File: config.mk
export PLATFORM = sky130hd
export DESIGN_NAME = stereo_pixel_feeder
export DESIGN_NICKNAME = d
export VERILOG_FILES = /design/src/rtl/stereo_pixel_feeder.sv
export SDC_FILE = /design/constraint.sdc
export NUM_CORES = 1
export LEC_CHECK = 0
export CORE_MARGIN = 8
export CORE_UTILIZATION = 30
export DETAILED_ROUTE_END_ITERATION = 12
export PLACE_DENSITY = 0.46
export REMOVE_ABC_BUFFERS = 1
export SETUP_SLACK_MARGIN = 0.2
export SKIP_LAST_GASP = 1
export SYNTH_ARGS = -nofsm -noshare
export SYNTH_HDL_FRONTEND = slang
export SYNTH_SLANG_ARGS = --single-unit
export TNS_END_PERCENT = 20
File: constraint.sdc
create_clock -name clk -period 6.5 [get_ports clk]
set_input_delay 0.975 -clock clk [delete_from_list [all_inputs] [get_ports clk]]
set_output_delay 0.975 -clock clk [all_outputs]
set_load 0.005 [all_outputs]
File: src/rtl/stereo_pixel_feeder.sv
// Streams a stored left/right frame pair from two pixel RAMs as a line-timed raster to the stereo core.
// Latency: first image_hs rises max(hblank,1)+2 cycles after the start cycle; pixel data follows its read by 1 cycle.
// Backpressure: none; the core must accept one pixel per image_hs cycle, and start is ignored while busy.
module stereo_pixel_feeder #(
    parameter int ADDR_W = 22,
    parameter int PIX_W  = 8
) (
    input  logic              clk,
    input  logic              rst,
    input  logic              start,
    input  logic              cont,
    input  logic [10:0]       width,
    input  logic [10:0]       height,
    input  logic [7:0]        hblank,
    input  logic [15:0]       vblank,
    output logic [ADDR_W-1:0] mem_addr,
    output logic              mem_rd,
    input  logic [PIX_W-1:0]  mem_data_l,
    input  logic [PIX_W-1:0]  mem_data_r,
    output logic              image_hs,
    output logic              v_end,
    output logic [PIX_W-1:0]  data_in_left,
    output logic [PIX_W-1:0]  data_in_right,
    output logic              busy,
    output logic              frame_done
);

    typedef enum logic [1:0] {
        IDLE,
        HBLANK,
        ACTIVE,
        VBLANK
    } state_t;

    state_t      state;

    // Configuration latched at each frame start; live inputs are ignored mid-frame.
    logic [10:0] width_q;
    logic [10:0] height_q;
    logic [7:0]  hblank_q;
    logic [15:0] vblank_q;

    logic [10:0] x_cnt;
    logic [10:0] line_cnt;
    logic [7:0]  h_cnt;
    logic [15:0] v_cnt;

    // Last pixel seen on each side, held while image_hs is low.
    logic [PIX_W-1:0] hold_l;
    logic [PIX_W-1:0] hold_r;

    logic [7:0]  h_last;
    logic [15:0] v_last;
    logic        cfg_ok;

    // Terminal counts: a zero hblank still gives one blank cycle. VBLANK spends one
    // extra leading cycle while the final pixel drains out of the RAM, so the visible
    // blank (v_end high after the last pixel) lasts max(vblank,1) cycles.
    always_comb begin
        h_last = (hblank_q == 8'd0) ? 8'd0 : (hblank_q - 8'd1);
        v_last = (vblank_q == 16'd0) ? 16'd1 : vblank_q;
        cfg_ok = (width != 11'd0) && (height != 11'd0);
    end

    // Raster sequencer; all outputs except the pixel muxes are registered here.
    always_ff @(posedge clk) begin
        if (!rst) begin
            state      <= IDLE;
            width_q    <= 11'd0;
            height_q   <= 11'd0;
            hblank_q   <= 8'd0;
            vblank_q   <= 16'd0;
            x_cnt      <= 11'd0;
            line_cnt   <= 11'd0;
            h_cnt      <= 8'd0;
            v_cnt      <= 16'd0;
            mem_addr   <= '0;
            mem_rd     <= 1'b0;
            image_hs   <= 1'b0;
            v_end      <= 1'b1;
            busy       <= 1'b0;
            frame_done <= 1'b0;
            hold_l     <= '0;
            hold_r     <= '0;
        end else begin
            image_hs   <= mem_rd;
            frame_done <= 1'b0;
            if (image_hs) begin
                hold_l <= mem_data_l;
                hold_r <= mem_data_r;
            end
            case (state)
                IDLE: begin
                    v_end  <= 1'b1;
                    busy   <= 1'b0;
                    mem_rd <= 1'b0;
                    if (start && cfg_ok) begin
                        width_q  <= width;
                        height_q <= height;
                        hblank_q <= hblank;
                        vblank_q <= vblank;
                        line_cnt <= 11'd0;
                        mem_addr <= '0;
                        h_cnt    <= 8'd0;
                        busy     <= 1'b1;
                        state    <= HBLANK;
                    end
                end
                HBLANK: begin
                    v_end <= 1'b0;
                    if (h_cnt == h_last) begin
                        x_cnt  <= 11'd0;
                        mem_rd <= 1'b1;
                        state  <= ACTIVE;
                    end else begin
                        h_cnt <= h_cnt + 8'd1;
                    end
                end
                ACTIVE: begin
                    if (x_cnt == (width_q - 11'd1)) begin
                        mem_rd <= 1'b0;
                        h_cnt  <= 8'd0;
                        if (line_cnt == (height_q - 11'd1)) begin
                            // Address parks on the final pixel of the frame.
                            v_cnt <= 16'd0;
                            state <= VBLANK;
                        end else begin
                            line_cnt <= line_cnt + 11'd1;
                            mem_addr <= mem_addr + ADDR_W'(1);
                            state    <= HBLANK;
                        end
                    end else begin
                        x_cnt    <= x_cnt + 11'd1;
                        mem_addr <= mem_addr + ADDR_W'(1);
                    end
                end
                VBLANK: begin
                    v_end      <= 1'b1;
                    frame_done <= (v_cnt == 16'd0);
                    if (v_cnt == v_last) begin
                        if (cont && cfg_ok) begin
                            width_q  <= width;
                            height_q <= height;
                            hblank_q <= hblank;
                            vblank_q <= vblank;
                            line_cnt <= 11'd0;
                            mem_addr <= '0;
                            h_cnt    <= 8'd0;
                            state    <= HBLANK;
                        end else begin
                            busy  <= 1'b0;
                            state <= IDLE;
                        end
                    end else begin
                        v_cnt <= v_cnt + 16'd1;
                    end
                end
                default: begin
                    state <= IDLE;
                end
            endcase
        end
    end

    // RAM data arrives in the same cycle as image_hs, so it is passed straight through.
    always_comb begin
        data_in_left  = image_hs ? mem_data_l : hold_l;
        data_in_right = image_hs ? mem_data_r : hold_r;
    end

endmodule

==> impl_results.md <==
- Leakage: around 0.0035 µW
- Hold Path Sink: v_end$_SDFFE_PN1P_
- Post-synth ARST share: 0
- Die Y-Extent: 174 µm
- Reg2Reg Setup Slack: 2.64 ns
- Worst rel slew slack: 0.269
- Final number of setup-violating endpoints: 0
- Netlist Area Pre-Place: 0.00752 mm²
- Gr usage total: 0.131
- Internal Power: 2270 µW
- Setup Skew: just over 0.008 ns
- Post-synth cell types: 71
- Setup ws final: between 2 and 3 ns
- Share of layout cells above drive strength 1: 0.0768
- Mapped Cells: 868
- Hold crit path type: reg -> reg
- Worst hold start: v_end$_SDFFE_PN1P_
- Area contributors post-synth: dfxtp_1, mux2i_1, nor2_1
- Avg WL per Cell: ~16 µm
- Worst r2r src: v_cnt[9]$_SDFFE_PN0P_
- TritonCTS clock tree: built
- Die X: 174 µm
- Clk_lat worst skew: 0.42 ns
- Sw power: about 1300 µW
- Gr ovfl total: 0
- Mean Syn Cell Area: between 8 and 9 µm²
- VDD IR max: 158 µV
- Top_reg_cell synth: dfxtp_1
- Fmax: 0.259 GHz
- Setup crit start kind: register
- Setup WS pre-CTS: 2.14 ns
- Number of synthesized register bits: ~140
- Post-synth top area share: 0.364
- Worst Reg2Reg Path Length in Cells: 8
- CP required: slightly below 7 ns
- Initial Utilization: 0.302
- Power Total: 3590 µW
- Unrepaired setup endpoints after global routing: false
- Clk pwr share: 0.303
- CTS max path bufs: 2
- First drt pass iteration count: 5
- DRC: 0
- N_diodes: 0
- Core footprint: 0.0249 mm²
- Hold WS: 0.484 ns
- Worst R2R End: mem_addr[7]$_SDFFE_PN0P_
- Worst slew pin tran: 1.09 ns
- Count leader, synth: dfxtp_1
- Yosys warning count: 0
- Vias/cell: ~5
- Synth area leader: dfxtp_1
- Final net count: 1,032
- Setup crit start: v_cnt[9]$_SDFFE_PN0P_
- DP HPWL: 14,600 µm
- CP arrival: 4.18 ns
- Hold_buf cts: 0
- Final hold vios: 0
- Post-layout min period: ~3.9 ns
- Fin util: 0.382
- Finished Layout Cells: 1,293
- Run status: complete, no violations
- Cell total after placement: 1,262
- Final worst-path cycle share: 0.593
- Number of global-route vias before repair: between 6,000 and 7,000
- Layout area overhead: 26.4%
- Io pins: around 110
- Setup Buffers After CTS: 0
- Final Max Tran Viols: 0
- DR vias: 6,457
- Post-synth EDFFs: 0
- I/O Buffers: 108
- Sequential share of the synthesized area: 0.364
- Crit. End Element: register
- # rows: 58
- First-pass GRT wire length: 33,000 µm
- Overall routed net length: slightly above 20,000 µm
- Worst hold stages: 2
- Pin count of the biggest net entering global routing: 59
- H-tree depth: 4
- Initial antenna violation count: 0
- CTS buffer count: 17
- Switching part of the total: 0.369
- Synth top cells by count: dfxtp_1, nor2_1, mux2i_1
- Combinational fraction of design power: 0.385
- Die area: 0.0304 mm²
- Antenna Nets Post-Route: 0
- Part of the power in registers: 0.313
- Max Cap Violations: 0
- Crit path max fanout: 20
- Critical path type: reg -> reg
- 1st-iter DRT viols: 286
- CTS resizes: 0
- PD cells: about 380 mW/mm²
- Sink Count: ~140
- GPL Wtd Cong: between 0.7 and 0.8
- Root buffer cell: clkbuf_16
- # fillers: between 2,000 and 3,000
- Reg clk slew, reported paths: ~0.060 ns
-- area by class of cell --
type	instances	area, µm²	share of cell area
multi-input combinational	651	4460	0.469
sequential	137	2740	0.288
timing repair buffer	113	1120	0.118
clock buffer	20	467	0.0491
tap	330	413	0.0434
clock inverter	11	193	0.0203
inverter	31	116	0.0122
-- placed cells by master (no fill, tap or decap), types with 29 or more instances in the layout --
master           Yosys  layout
nand3_1             29      29
a21oi_1             46      46
xor2_1              38      38
nand2_1             47      47
clkdlybuf4s50_1      0     108
dfxtp_1            137     137
mux2i_1             53      53
inv_1               31      30
nor2_1              99      99
xnor2_1             31      31
-- worst max-delay path, stage by stage (launching register included) --
cell	delay, ns
dfxtp_1	0.47
xor2_1	0.11
nor4_1	0.37
nand4_1	0.17
o31a_1	0.47
or4_1	0.92
a21oi_1	0.85
a211oi_1	0.16
a31o_1	0.22
-- flip-flops by register name (all words and copies together), names as in the netlist --
register	count
mem_addr	22
v_cnt	16
vblank_q	16
height_q	11
line_cnt	11
width_q	11
x_cnt	11
h_cnt	8
hblank_q	8
hold_l	8
hold_r	8
state	2
busy	1
frame_done	1
image_hs	1
mem_rd	1
v_end	1
-- power groups by stage --
| stage | registers (µW) | logic, µW | clock network (µW) |
|---|---|---|---|
| finish | 1120 | 1380 | 1090 |
| global route | 1140 | 1530 | 1160 |
| CTS | 1120 | 1400 | 1120 |
| detailed placement | 1140 | 1390 | 0 |
| global placement | 1140 | 1390 | 0 |
| floorplan | 1080 | 1110 | 0 |
-- worst max path at each step --
stage	end	slack [ns]	cells past startpoint
2_1_floorplan	hblank_q[0]$_SDFFE_PN0P_	-1.90	7
3_3_place_gp	mem_addr[7]$_SDFFE_PN0P_	2.21	9
3_5_place_dp	mem_addr[20]$_SDFFE_PN0P_	2.14	9
4_1_cts	mem_addr[7]$_SDFFE_PN0P_	2.60	9
5_1_grt	mem_addr[7]$_SDFFE_PN0P_	2.30	8
6_report	mem_addr[7]$_SDFFE_PN0P_	2.64	8
-- metrics by stage --
step	area [µm²]	TNS (ns)
floorplan	7310	-87.58
global placement	8850	0
detailed placement	8850	0
CTS	9510	0
global route	9510	0
finish	9510	0
-- per-layer routing --
| layer | global-route usage | part of all wire | vias to the layer above |
|---|---|---|---|
| met5 | 0 | 0 | - |
| met4 | 0.0374 | 0.0081 | 0 |
| met3 | 0.0332 | 0.044 | 13 |
| met2 | 0.212 | 0.46 | 114 |
| met1 | 0.170 | 0.49 | 3009 |
| li1 | - | - | 3321 |
-- kinds of logic after synthesis --
logic type,after synthesis,share of synthesized area
flip-flops,137,0.364
XOR/XNOR,71,0.0863
AO/OA/AOI/OAI,147,0.136
adder cells (fa/ha/maj),15,0.0249
buffers and inverters,80,0.0439
AND/OR/NAND/NOR,349,0.250
multiplexers,69,0.0944
Power figures use the tool's default switching activity.
